`config.mk`:
```
export PLATFORM = sky130hd
export DESIGN_NAME = thumb_fetch_queue
export DESIGN_NICKNAME = d
export VERILOG_FILES = /design/src/rtl/thumb_fetch_queue.sv
export SDC_FILE = /design/constraint.sdc
export NUM_CORES = 1
export LEC_CHECK = 0
export ABC_AREA = 1
export CAP_MARGIN = 20
export CORE_ASPECT_RATIO = 0.9
export CORE_MARGIN = 1
export CORE_UTILIZATION = 45
export CTS_CLUSTER_SIZE = 40
export DETAILED_ROUTE_END_ITERATION = 16
export GPL_TIMING_DRIVEN = 0
export HOLD_SLACK_MARGIN = 0.12
export PLACE_DENSITY = 0.69
export SYNTH_ARGS = -nofsm -noshare
export SYNTH_HDL_FRONTEND = slang
export SYNTH_SLANG_ARGS = --single-unit
```
`constraint.sdc`:
```
create_clock -name clk -period 7.35 [get_ports clk]
set_input_delay 1.1025 -clock clk [delete_from_list [all_inputs] [get_ports clk]]
set_output_delay 1.1025 -clock clk [all_outputs]
set_load 0.02 [all_outputs]
```
`src/rtl/thumb_fetch_queue.sv`:
```
// thumb_fetch_queue: Thumb halfword prefetch queue with 32-bit detection and branch flush
module thumb_fetch_queue #(
  parameter int DEPTH = 4,
  parameter logic [31:0] RESET_PC = 32'h0000_0000
) (
  input  logic        clk,
  input  logic        rst_n,
  output logic        f_req,
  output logic [31:0] f_addr,
  input  logic        f_ack,
  input  logic [31:0] f_rdata,
  input  logic        br_valid,
  input  logic [31:0] br_target,
  output logic        ir_valid,
  output logic        ir_is32,
  output logic [15:0] ir_q0,
  output logic [15:0] ir_q1,
  output logic [31:0] ir_pc,
  input  logic        ir_ready
);
  localparam int AW = $clog2(DEPTH);
  localparam logic [AW:0] ONE = (AW+1)'(1);
  localparam logic [AW:0] TWO = (AW+1)'(2);
  localparam logic [AW:0] DW = (AW+1)'(DEPTH);
  typedef enum logic [1:0] {IDLE, REQ, DISCARD} state_t;
  state_t state, state_nx;
  logic [15:0] q [DEPTH];
  logic [AW-1:0] rd, wr, rd1, wr1;
  logic [AW:0] count, space, n_push, n_pop;
  logic skip, take, pop;
  logic [31:0] redir, tgt_w;
  assign f_req = state != IDLE;
  assign rd1 = rd + 1'b1;
  assign wr1 = wr + 1'b1;
  assign space = DW - count;
  assign tgt_w = br_target & ~32'd3;
  assign ir_q0 = q[rd];
  assign ir_is32 = ir_q0[15:13] == 3'b111 && ir_q0[12:11] != 2'b00;
  assign ir_valid = count >= TWO || (count == ONE && !ir_is32);
  assign ir_q1 = ir_is32 ? q[rd1] : 16'h0;
  assign take = f_ack && state == REQ && !br_valid;
  assign pop = ir_valid && ir_ready && !br_valid;
  assign n_push = !take ? '0 : skip ? ONE : TWO;
  assign n_pop = !pop ? '0 : ir_is32 ? TWO : ONE;
  // next fetch state: issue only with room for a whole word, park in DISCARD when a branch orphans a request
  always_comb begin
    state_nx = state;
    state_nx = state == IDLE ? ((space >= TWO && !br_valid) ? REQ : IDLE)
             : state == REQ  ? (f_ack ? IDLE : br_valid ? DISCARD : REQ)
             : (f_ack ? IDLE : DISCARD);
  end
  // fetch state register
  always_ff @(posedge clk or negedge rst_n)
    if (!rst_n) state <= IDLE;
    else state <= state_nx;
  // fetch address, held stable while a request is open; redirect address parked until the orphan ack
  always_ff @(posedge clk or negedge rst_n)
    if (!rst_n) begin
      f_addr <= RESET_PC & ~32'd3;
      redir <= RESET_PC & ~32'd3;
    end else begin
      if (br_valid) redir <= tgt_w;
      if (state == IDLE && br_valid) f_addr <= tgt_w;
      else if (state == REQ && f_ack) f_addr <= br_valid ? tgt_w : f_addr + 32'd4;
      else if (state == DISCARD && f_ack) f_addr <= br_valid ? tgt_w : redir;
    end
  // queue pointers, occupancy, start-halfword skip and head pc; a branch flushes everything
  always_ff @(posedge clk or negedge rst_n)
    if (!rst_n) begin
      rd <= '0;
      wr <= '0;
      count <= '0;
      skip <= RESET_PC[1];
      ir_pc <= RESET_PC & ~32'd1;
    end else if (br_valid) begin
      rd <= '0;
      wr <= '0;
      count <= '0;
      skip <= br_target[1];
      ir_pc <= br_target & ~32'd1;
    end else begin
      rd <= rd + n_pop[AW-1:0];
      wr <= wr + n_push[AW-1:0];
      count <= count + n_push - n_pop;
      if (take) skip <= 1'b0;
      if (pop) ir_pc <= ir_pc + (ir_is32 ? 32'd4 : 32'd2);
    end
  // halfword storage: low half first unless the branch landed on the upper half
  always_ff @(posedge clk or negedge rst_n)
    if (!rst_n) q <= '{default: 16'h0};
    else if (take) begin
      q[wr] <= skip ? f_rdata[31:16] : f_rdata[15:0];
      if (!skip) q[wr1] <= f_rdata[31:16];
    end
endmodule

```
== Word level (Yosys, flattened, before mapping) ==
Cells that the tools add are included.
Word-level totals
  bits in registers: 170
  latch bits: 0
  RAM bits: 0
  ROM bits: 0
  word-level logic and storage cells: 95
  memories kept: 0
Operators by class
  add/sub/neg operators: 9
  $mul: 0
  div/mod/pow operators: 0
  magnitude comparators: 8
  eq/ne operators: 4
  shift operators: 0
  muxes and demuxes: 38
  bitwise operators: 4
  reductions and logical operators: 20
Operators by type and width (count)
  2-to-1 mux 32 bit: 7
  bitwise mux 64 bit: 2
  2-to-1 mux 16 bit: 8
  binary-select mux 16 bit (select 2 bit): 2
  demux 16 bit (select 2 bit): 2
  2-to-1 mux 64 bit: 1
  adder 32 x 3 -> 32 bit: 1
  adder 32 x 3 -> 32 bit (second input constant): 1
  2-to-1 mux 2 bit: 11
  >= comparator 3 bit (second input constant): 4
  inverter 2 -> 3 bit: 4
  logical AND 1 bit: 11
  nonzero test 2 bit: 4
  >= comparator 3 x 2 -> 1 bit (second input constant): 2
  less-than comparator 3 x 1 -> 1 bit (second input constant): 2
  2-to-1 mux 3 bit: 2
  adder 2 x 1 -> 2 bit (second input constant): 2
  adder 2 bit: 2
  adder 3 x 2 -> 3 bit: 1
  == test 3 x 1 -> 1 bit (second input constant): 1
  == test 3 bit (second input constant): 1
  2-to-1 mux 1 bit: 3
  nonzero test 3 bit: 1
  subtractor 3 x 2 -> 3 bit: 1
  other kinds (6): 7

== Depth between registers and ports, before layout ==
Gate-level depths: netlist of run 1.
  word-level depth: 14
  gate-level depth with buffers: 20

== Worst setup path after synthesis of run 1 ==
No wires, ideal clock.
  kind: input-to-reg
  from: input br_valid
  to: register count[2]
  arrival: 3.068 ns
  required time: 7.219 ns
  slack: 4.151 ns
  stages on the path: 9
  path buffers: 2
  cells stage by stage: inv_2 -> clkbuf_1 -> buf_1 -> nand4_1 -> fa_1 -> inv_1 -> fa_1 -> xor2_1 -> nor2_1
Between the ends
  longest elaborated chain between the ends: 6
RTL lines
  from (decl): line 12  | input logic br_valid,
  zero test 1 bit: line 41, 42
  logical AND 1 bit: line 41  | assign take = f_ack && state == REQ && !br_valid;
  2-to-1 mux 2 bit: line 43  | assign n_push = !take ? '0 : skip ? ONE : TWO;
  adder 3 x 2 -> 3 bit: line 84  | count <= count + n_push - n_pop;
  subtractor 3 x 2 -> 3 bit: line 84
  2-to-1 mux 3 bit (*): line 75  | end else if (br_valid) begin
  to (signal assigned): line 84
  to (decl): line 29  | logic [AW:0] count, space, n_push, n_pop;
Mark *: on every way between the ends. The rest lies on a longest branch, timed or not.
A chain may end at the register's enable or synchronous reset.

== Worst setup path after layout of run 1 ==
  from: register rd[1]
  to: output ir_q1[15]
Between the ends
  longest elaborated chain between the ends: 7
RTL lines
  from (decl): line 28  | logic [AW-1:0] rd, wr, rd1, wr1;
  from (signal assigned): line 82  | rd <= rd + n_pop[AW-1:0];
  branches (longest 6 deep; another with adder 2 x 1 -> 2 bit)
  2-to-1 mux 16 bit (*): line 40  | assign ir_q1 = ir_is32 ? q[rd1] : 16'h0;
  to (decl): line 17  | output logic [15:0] ir_q1,
Every way passes the cells marked *. The select of a mux whose other input is x is not followed.

==> results of run 1 <==
flip-flops by register name, indices dropped and copies added (netlist names):
signal  count
state       2
skip        1
wr          2
rd          2
count       3
q          64
ir_pc      31
redir      32
f_addr     32
per-stage QoR:
stage / cell area [um2] / worst slack [ps] / setup TNS (ps)
after floorplan: 10600 / 4150 / 0
after global placement: 12600 / -2170 / -363500
after detailed placement: 12600 / 3050 / 0
after CTS: 13200 / 3080 / 0
after global routing: 13200 / 2880 / 0
final: 13200 / 3030 / 0
placed cells by master, fill, tap and decap left out, types with 6 or more instances in the layout:
cell / Yosys / layout
a31oi_1: 12 / 12
o211ai_1: 8 / 8
nor2_1: 79 / 79
clkbuf_1: 32 / 32
nand3b_1: 6 / 6
inv_1: 152 / 152
inv_6: 0 / 6
buf_1: 8 / 8
buf_2: 25 / 25
a22oi_1: 66 / 66
xor2_1: 21 / 21
buf_6: 6 / 6
nand2_1: 466 / 466
xnor2_1: 10 / 10
nand3_1: 96 / 96
nor3_1: 30 / 30
nand4_1: 31 / 31
inv_2: 7 / 7
ha_1: 8 / 8
o22ai_1: 85 / 85
a21oi_1: 57 / 57
o21a_1: 7 / 7
o21ai_0: 46 / 46
clkbuf_16: 0 / 17
o21ai_2: 11 / 11
clkdlybuf4s50_1: 0 / 164
dfrtp_1: 169 / 169
cell type report:
type	count	area, um2	area share
Sequential cell	169	4230	0.320
Buffer	76	378	0.0286
Clock buffer	19	453	0.0342
Tap cell	297	372	0.0281
Clock inverter	13	156	0.0118
Timing Repair Buffer	166	1680	0.127
Inverter	160	601	0.0454
Multi-Input combinational cell	1066	5360	0.405
metal layers:
metal	vias to the layer above	part of all wire
met1	5491	0.45
met5	-	0
li1	5300	-
met2	673	0.42
met4	0	0.022
met3	69	0.11
cells by family after synthesis:
group | Yosys count
buffers and inverters | 236
other | 1
AND/OR/NAND/NOR | 721
flip-flops | 169
XOR/XNOR | 31
AO/OA/AOI/OAI | 302
adder cells (fa/ha/maj) | 11
critical path: cells and delay by family, from the launching register on:
family	cells	cell delay, ps
buffers and inverters	5	1590
AO/OA/AOI/OAI	1	310
AND/OR/NAND/NOR	1	530
flip-flops	1	350
final timing paths:
kind	endpoint	slack (ps)
setup reg to reg	ir_pc[23]	3320
max in group asynchronous	redir[27]	5820
setup / recovery	ir_q1[15]	3030
hold / removal	redir[9]	460
hold reg to reg	redir[9]	460
min in group asynchronous	q[45]	570
power groups by stage:
stage | logic, W | clock network, W | registers (W)
final | 0.00278 | 0.000953 | 0.00157
after global routing | 0.00300 | 0.000998 | 0.00160
after CTS | 0.00275 | 0.000960 | 0.00155
after detailed placement | 0.00274 | 0 | 0.00157
after global placement | 0.00271 | 0 | 0.00156
after floorplan | 0.00147 | 0 | 0.00163
==> flow_summary.json, run 1 <==
{
  "postRouteAntennaNets": 0,
  "synth_seq_cells": 169,
  "period_share": 0.588,
  "die_w_um": 163,
  "power.total_w": 0.00530,
  "critPathLaunchType": "flip-flop",
  "worst_clock_skew_ps": 16.8,
  "initial_utilization": 0.464,
  "rsz0062_at_grt": "false",
  "yosys-top-cells-area": "dfrtp_1 40%, nand2_1 17%, inv_1 5.4%",
  "finalNonFillerCells": 1966,
  "powerDensity_nw_per_um2": 401,
  "grt_max_degree": 117,
  "cts.sinks": 169,
  "power.share.switching": 0.461,
  "root_buffer": "clkbuf_16",
  "p_switching_w": 0.00245,
  "synth.distinct_cells": 43,
  "synth-simple-area-share": 0.286,
  "fillCellCount": 2234,
  "die-area_um2": 24100,
  "path_class": "reg -> out",
  "clk_pin_slew_ps": 70,
  "postCtsSetupBuffers": 0,
  "wl_um": 40700,
  "critical-path-slowest-cell": "clkdlybuf4s50_1",
  "fin_nets": 1736,
  "peakVddDrop_mv": 0.215,
  "wl_per_cell_um": 20.7,
  "cp_max_fo": 10,
  "p_int_w": 0.00286,
  "antennaDiodeCount": 0,
  "min_path_type": "reg -> reg",
  "synthFlopType": "dfrtp_1",
  "ctsResizeCount": 0,
  "hpwl_um": 29900,
  "grtUsageTotal": 0.343,
  "ys_warn_count": 0,
  "use_met3": 0.0909,
  "grt_pass1_wl_um": 62000,
  "setup_viol": 0,
  "synth_mux_area_frac": 0,
  "yosys.area.top_type": "dfrtp_1",
  "synth_edf_count": 0,
  "grt_overflow": 0,
  "cts_tree": "done",
  "first_pass_iters": 6,
  "yosys.area_share.adder": 0.0152,
  "busiest_layer": "met1",
  "fin_util": 0.581,
  "grt_pass1_vias": 10700,
  "grt_util_met2": 0.469,
  "slew_viol_final": 0,
  "synth_compound_area_frac": 0.180,
  "yosysMostFrequentCell": "nand2_1",
  "use_met1": 0.516,
  "synth.top_cell.area_share": 0.400,
  "critPathLaunch": "rd[1]",
  "p_clk_frac": 0.180,
  "relSlewSlack": 0.459,
  "max_freq_mhz": 231,
  "critPathMaxStageDelay_ps": 660,
  "cts_buffer_depth": 2,
  "ys_seq_area_frac": 0.400,
  "path_cells": "buf_2 -> buf_2 -> nor2_1 -> inv_2 -> buf_2 -> a211oi_1 -> clkdlybuf4s50_1",
  "clk_latency_ps": 450,
  "cp-end-kind": "primary output",
  "synthArstFlopShare": 1.00,
  "syn-cell-area_um2": 10600,
  "syn_nets": 1551,
  "drive_gt1_frac": 0.0605,
  "worstPathRequired_ps": 6250,
  "hold_slack_ps": 464,
  "hold_buffers": 0,
  "pwr-share-seq": 0.295,
  "syn_avg_cell_area_um2": 7.18,
  "worst_slew_pin_slew_ps": 807,
  "synthTopCellsByCount": "466 x nand2_1, 169 x dfrtp_1, 152 x inv_1",
  "cts_buffers": 17,
  "core_um2": 22800,
  "synth_top_family_by_area": "simple AND/OR/NAND/NOR gates",
  "cp.arrival_ps": 3220,
  "outcome": "complete, no violations",
  "r2r_cells": 17,
  "htree_levels": 4,
  "placed_cells": 1934,
  "area_growth_pct": 25.2,
  "whs_path_depth": 2,
  "period_needed_ps": 4320,
  "gp_congestion": 0.984,
  "crit_top_cell": "buf_2",
  "io_pins": 168,
  "hp-start": "redir[9]",
  "port_buffers": 165,
  "p_leak_nw": 6.22,
  "p_comb_frac": 0.525,
  "max-cap-violations": 0,
  "avgViaCountPerCell": 5.87,
  "synth_xor_area_frac": 0.0257,
  "hold_violations": 0,
  "num_rows": 52,
  "synthCells": 1471,
  "die_h_um": 147,
  "drcViolationCount": 0,
  "antenna_found_initial": 0,
  "r2r_start": "rd[1]",
  "vias": 11500,
  "drtIter0Drc": 1448
}
Power figures use the tool's default switching activity.
==> inputs of run 2 (changes only) <==
--- a/config.mk
+++ b/config.mk
@@ -14,7 +14,7 @@
 export DETAILED_ROUTE_END_ITERATION = 16
 export GPL_TIMING_DRIVEN = 0
 export HOLD_SLACK_MARGIN = 0.12
-export PLACE_DENSITY = 0.69
+export PLACE_DENSITY = 0.72
 export SYNTH_ARGS = -nofsm -noshare
 export SYNTH_HDL_FRONTEND = slang
 export SYNTH_SLANG_ARGS = --single-unit
==> constraint.sdc (replaced) <==
create_clock -name clk -period 3.54 [get_ports clk]
set_input_delay 0.531 -clock clk [delete_from_list [all_inputs] [get_ports clk]]
set_output_delay 0.531 -clock clk [all_outputs]
set_load 0.02 [all_outputs]
==> run 2 against run 1 <==
  * Design area about the same
  * Power up 110%
  * Via count about the same
  * Hold slack better by 4.8 ps
  * Combinational power up 110%
  * Sequential power up 110%
  * Critical endpoint is now ir_q0[0]
  * Largest power group unchanged
==> flow_summary.json, run 2 (synthesized netlist as in run 1, its figures left out) <==
{
  "outcome": "complete, no violations",
  "path_buf_inv": 4,
  "relSlewSlack": 0.423,
  "crit_top_cell": "a21oi_1",
  "antenna_found_initial": 1,
  "fin_nets": 1737,
  "vias": 11500,
  "root_buffer": "clkbuf_16",
  "whs_path_depth": 2,
  "peakVddDrop_mv": 0.449,
  "path_class": "reg -> out",
  "die-area_um2": 24100,
  "wl_per_cell_um": 20.7,
  "first_pass_iters": 8,
  "r2r-end": "ir_pc[17]",
  "critPathLaunch": "rd[0]",
  "path_cells": "buf_6 -> buf_2 -> buf_1 -> a21oi_1 -> a21oi_1 -> clkdlybuf4s50_1",
  "initial_utilization": 0.464,
  "drtIter0Drc": 1452,
  "postRouteAntennaNets": 0,
  "powerDensity_nw_per_um2": 825,
  "drive_gt1_frac": 0.0659,
  "grt_overflow": 0,
  "final_cell_mix": "465 x nand2_1, 169 x dfrtp_1, 161 x clkdlybuf4s50_1, 152 x inv_1, 96 x nand3_1",
  "p_leak_nw": 6.22,
  "r2r_start": "rd[1]",
  "critical-path-slowest-cell": "clkdlybuf4s50_1",
  "max-cap-violations": 0,
  "top_register": "q",
  "port_buffers": 165,
  "worstPathRequired_ps": 3010,
  "layout_commonest_cell": "nand2_1",
  "cp.arrival_ps": 2970,
  "postCtsSetupBuffers": 0,
  "gp_congestion": 0.977,
  "die_w_um": 163,
  "slew_viol_final": 0,
  "fillCellCount": 2189,
  "grtUsageTotal": 0.343,
  "cts_buffer_depth": 2,
  "htree_levels": 4,
  "period_share": 0.988,
  "period_needed_ps": 3500,
  "largest_reg_flops": 64,
  "grt_pass1_vias": 10900,
  "cp_top_family": "buffers and inverters",
  "r2r_cells": 17,
  "io_pins": 168,
  "fin_util": 0.581,
  "cts.sinks": 169,
  "grt_max_degree": 118,
  "drcViolationCount": 0,
  "die_h_um": 147,
  "clk_latency_ps": 450,
  "cts_tree": "done",
  "top_regs": "q x64, f_addr x32, redir x32",
  "worst_clock_skew_ps": 14.3,
  "multi_input_area_um2": 5400,
  "area_growth_pct": 25.3,
  "grt_pass1_wl_um": 62200,
  "worst_slew_pin_slew_ps": 860,
  "cp_max_fo": 10,
  "hold_violations": 0,
  "max_freq_mhz": 286,
  "rsz0062_at_grt": "false",
  "critPathMaxStageDelay_ps": 660,
  "dp_slack_ps": -492,
  "cts_buffers": 17,
  "hpwl_um": 29800,
  "setup_viol": 0,
  "hp-start": "redir[10]",
  "wl_um": 40800,
  "rrSetupSlack_ps": 160,
  "core_um2": 22800,
  "num_rows": 52,
  "finalWorstSetupSlack_ps": 43.6,
  "critPathLaunchType": "flip-flop",
  "whs_endpoint": "redir[10]",
  "cp-end-kind": "primary output",
  "clk_pin_slew_ps": 70,
  "min_path_type": "reg -> reg",
  "ff_latch_area_um2": 4230,
  "avgViaCountPerCell": 5.86
}
==> run 2: cell types whose count changed in the layout (fill, tap and decap cells not counted), sizes merged, moves of 2 or more <==
| cell | previous run | this run |
|---|---|---|
| clkinvlp | 0 | 5 |
| dlymetal6s2s | 0 | 2 |
| bufinv | 2 | 0 |
| clkdlybuf4s50 | 164 | 161 |
| inv | 165 | 160 |
| clkinv | 6 | 8 |
==> run 2: per-layer routing <==
layer | track usage | vias up | share of wire
met5 | 0 | - | 0
met4 | 0.107 | 0 | 0.028
met3 | 0.0861 | 103 | 0.11
met2 | 0.478 | 705 | 0.42
met1 | 0.514 | 5412 | 0.44
li1 | - | 5311 | -
==> run 2: cell type report <==
cell class	count	area share
well taps	297	0.0281
plain buffers	76	0.0295
diodes	1	0.000189
repair buffers	167	0.128
clock inverters	13	0.00756
clock buffers	19	0.0335
inverters	160	0.0456
multi-input cells	1066	0.408
flip-flops and latches	169	0.320
==> run 2: power by group <==
part,total [W],switching [W],internal [W],leakage [nW]
clock,0.00179,0.000871,0.000921,0.252
combinational,0.00587,0.00356,0.00231,3.97
sequential,0.00326,0.000708,0.00255,1.99
==> run 2: stage by stage <==
stage	total power (W)	TNS (ps)	instance area [um2]	instances	hold WS [ps]
4_1_cts	0.0108	-9.88	13200	1967	468
3_5_place_dp	0.00897	-5870	12600	1934	450
5_1_grt	0.0115	0	13200	1968	475
2_1_floorplan	0.00645	0	10600	1471	235
3_3_place_gp	0.00888	-910610	12600	1933	446
6_report	0.0109	0	13200	1968	469
==> run 2: repair_timing <==
action                                 4_1_cts  5_1_grt
endpoints found under the hold margin       52        0
setup endpoints to repair                   35       26
resized for setup                            8       15
hold buffers                                 1        0
pin swaps                                    0        0
gates cloned                                 0        0
==> run 2: worst reg2reg max path: stages, from the launching register on <==
cell     delay [ps]
dfrtp_1         360
buf_2           180
inv_4           170
nand3_1          90
nand2_1         100
nand3_1         130
nand3_2         150
buf_4           240
buf_6           230
ha_1            260
fa_2            290
inv_1           100
nor2_4          220
nand2_1         160
nor2_1          220
xor2_1          170
nand4_1         120
nand3_1         130
==> run 2: worst max-delay path by stage <==
stage                end  slack (ps)  depth (start not counted)
6_report        ir_q0[0]          40                          6
5_1_grt        ir_q1[14]           6                         10
4_1_cts        ir_pc[31]         -10                         18
3_5_place_dp   ir_pc[23]        -490                         17
3_3_place_gp   f_addr[2]       -5380                          1
2_1_floorplan   count[2]         610                         13
==> inputs of run 3 (changes only) <==
--- a/config.mk
+++ b/config.mk
@@ -6,6 +6,7 @@
 export NUM_CORES = 1
 export LEC_CHECK = 0
 export ABC_AREA = 1
+export ABC_CLOCK_PERIOD_IN_PS = 3540
 export CAP_MARGIN = 20
 export CORE_ASPECT_RATIO = 0.9
 export CORE_MARGIN = 1
==> results of run 3 <==
The final DEF is identical to that of run 2; final timing and power are the same.
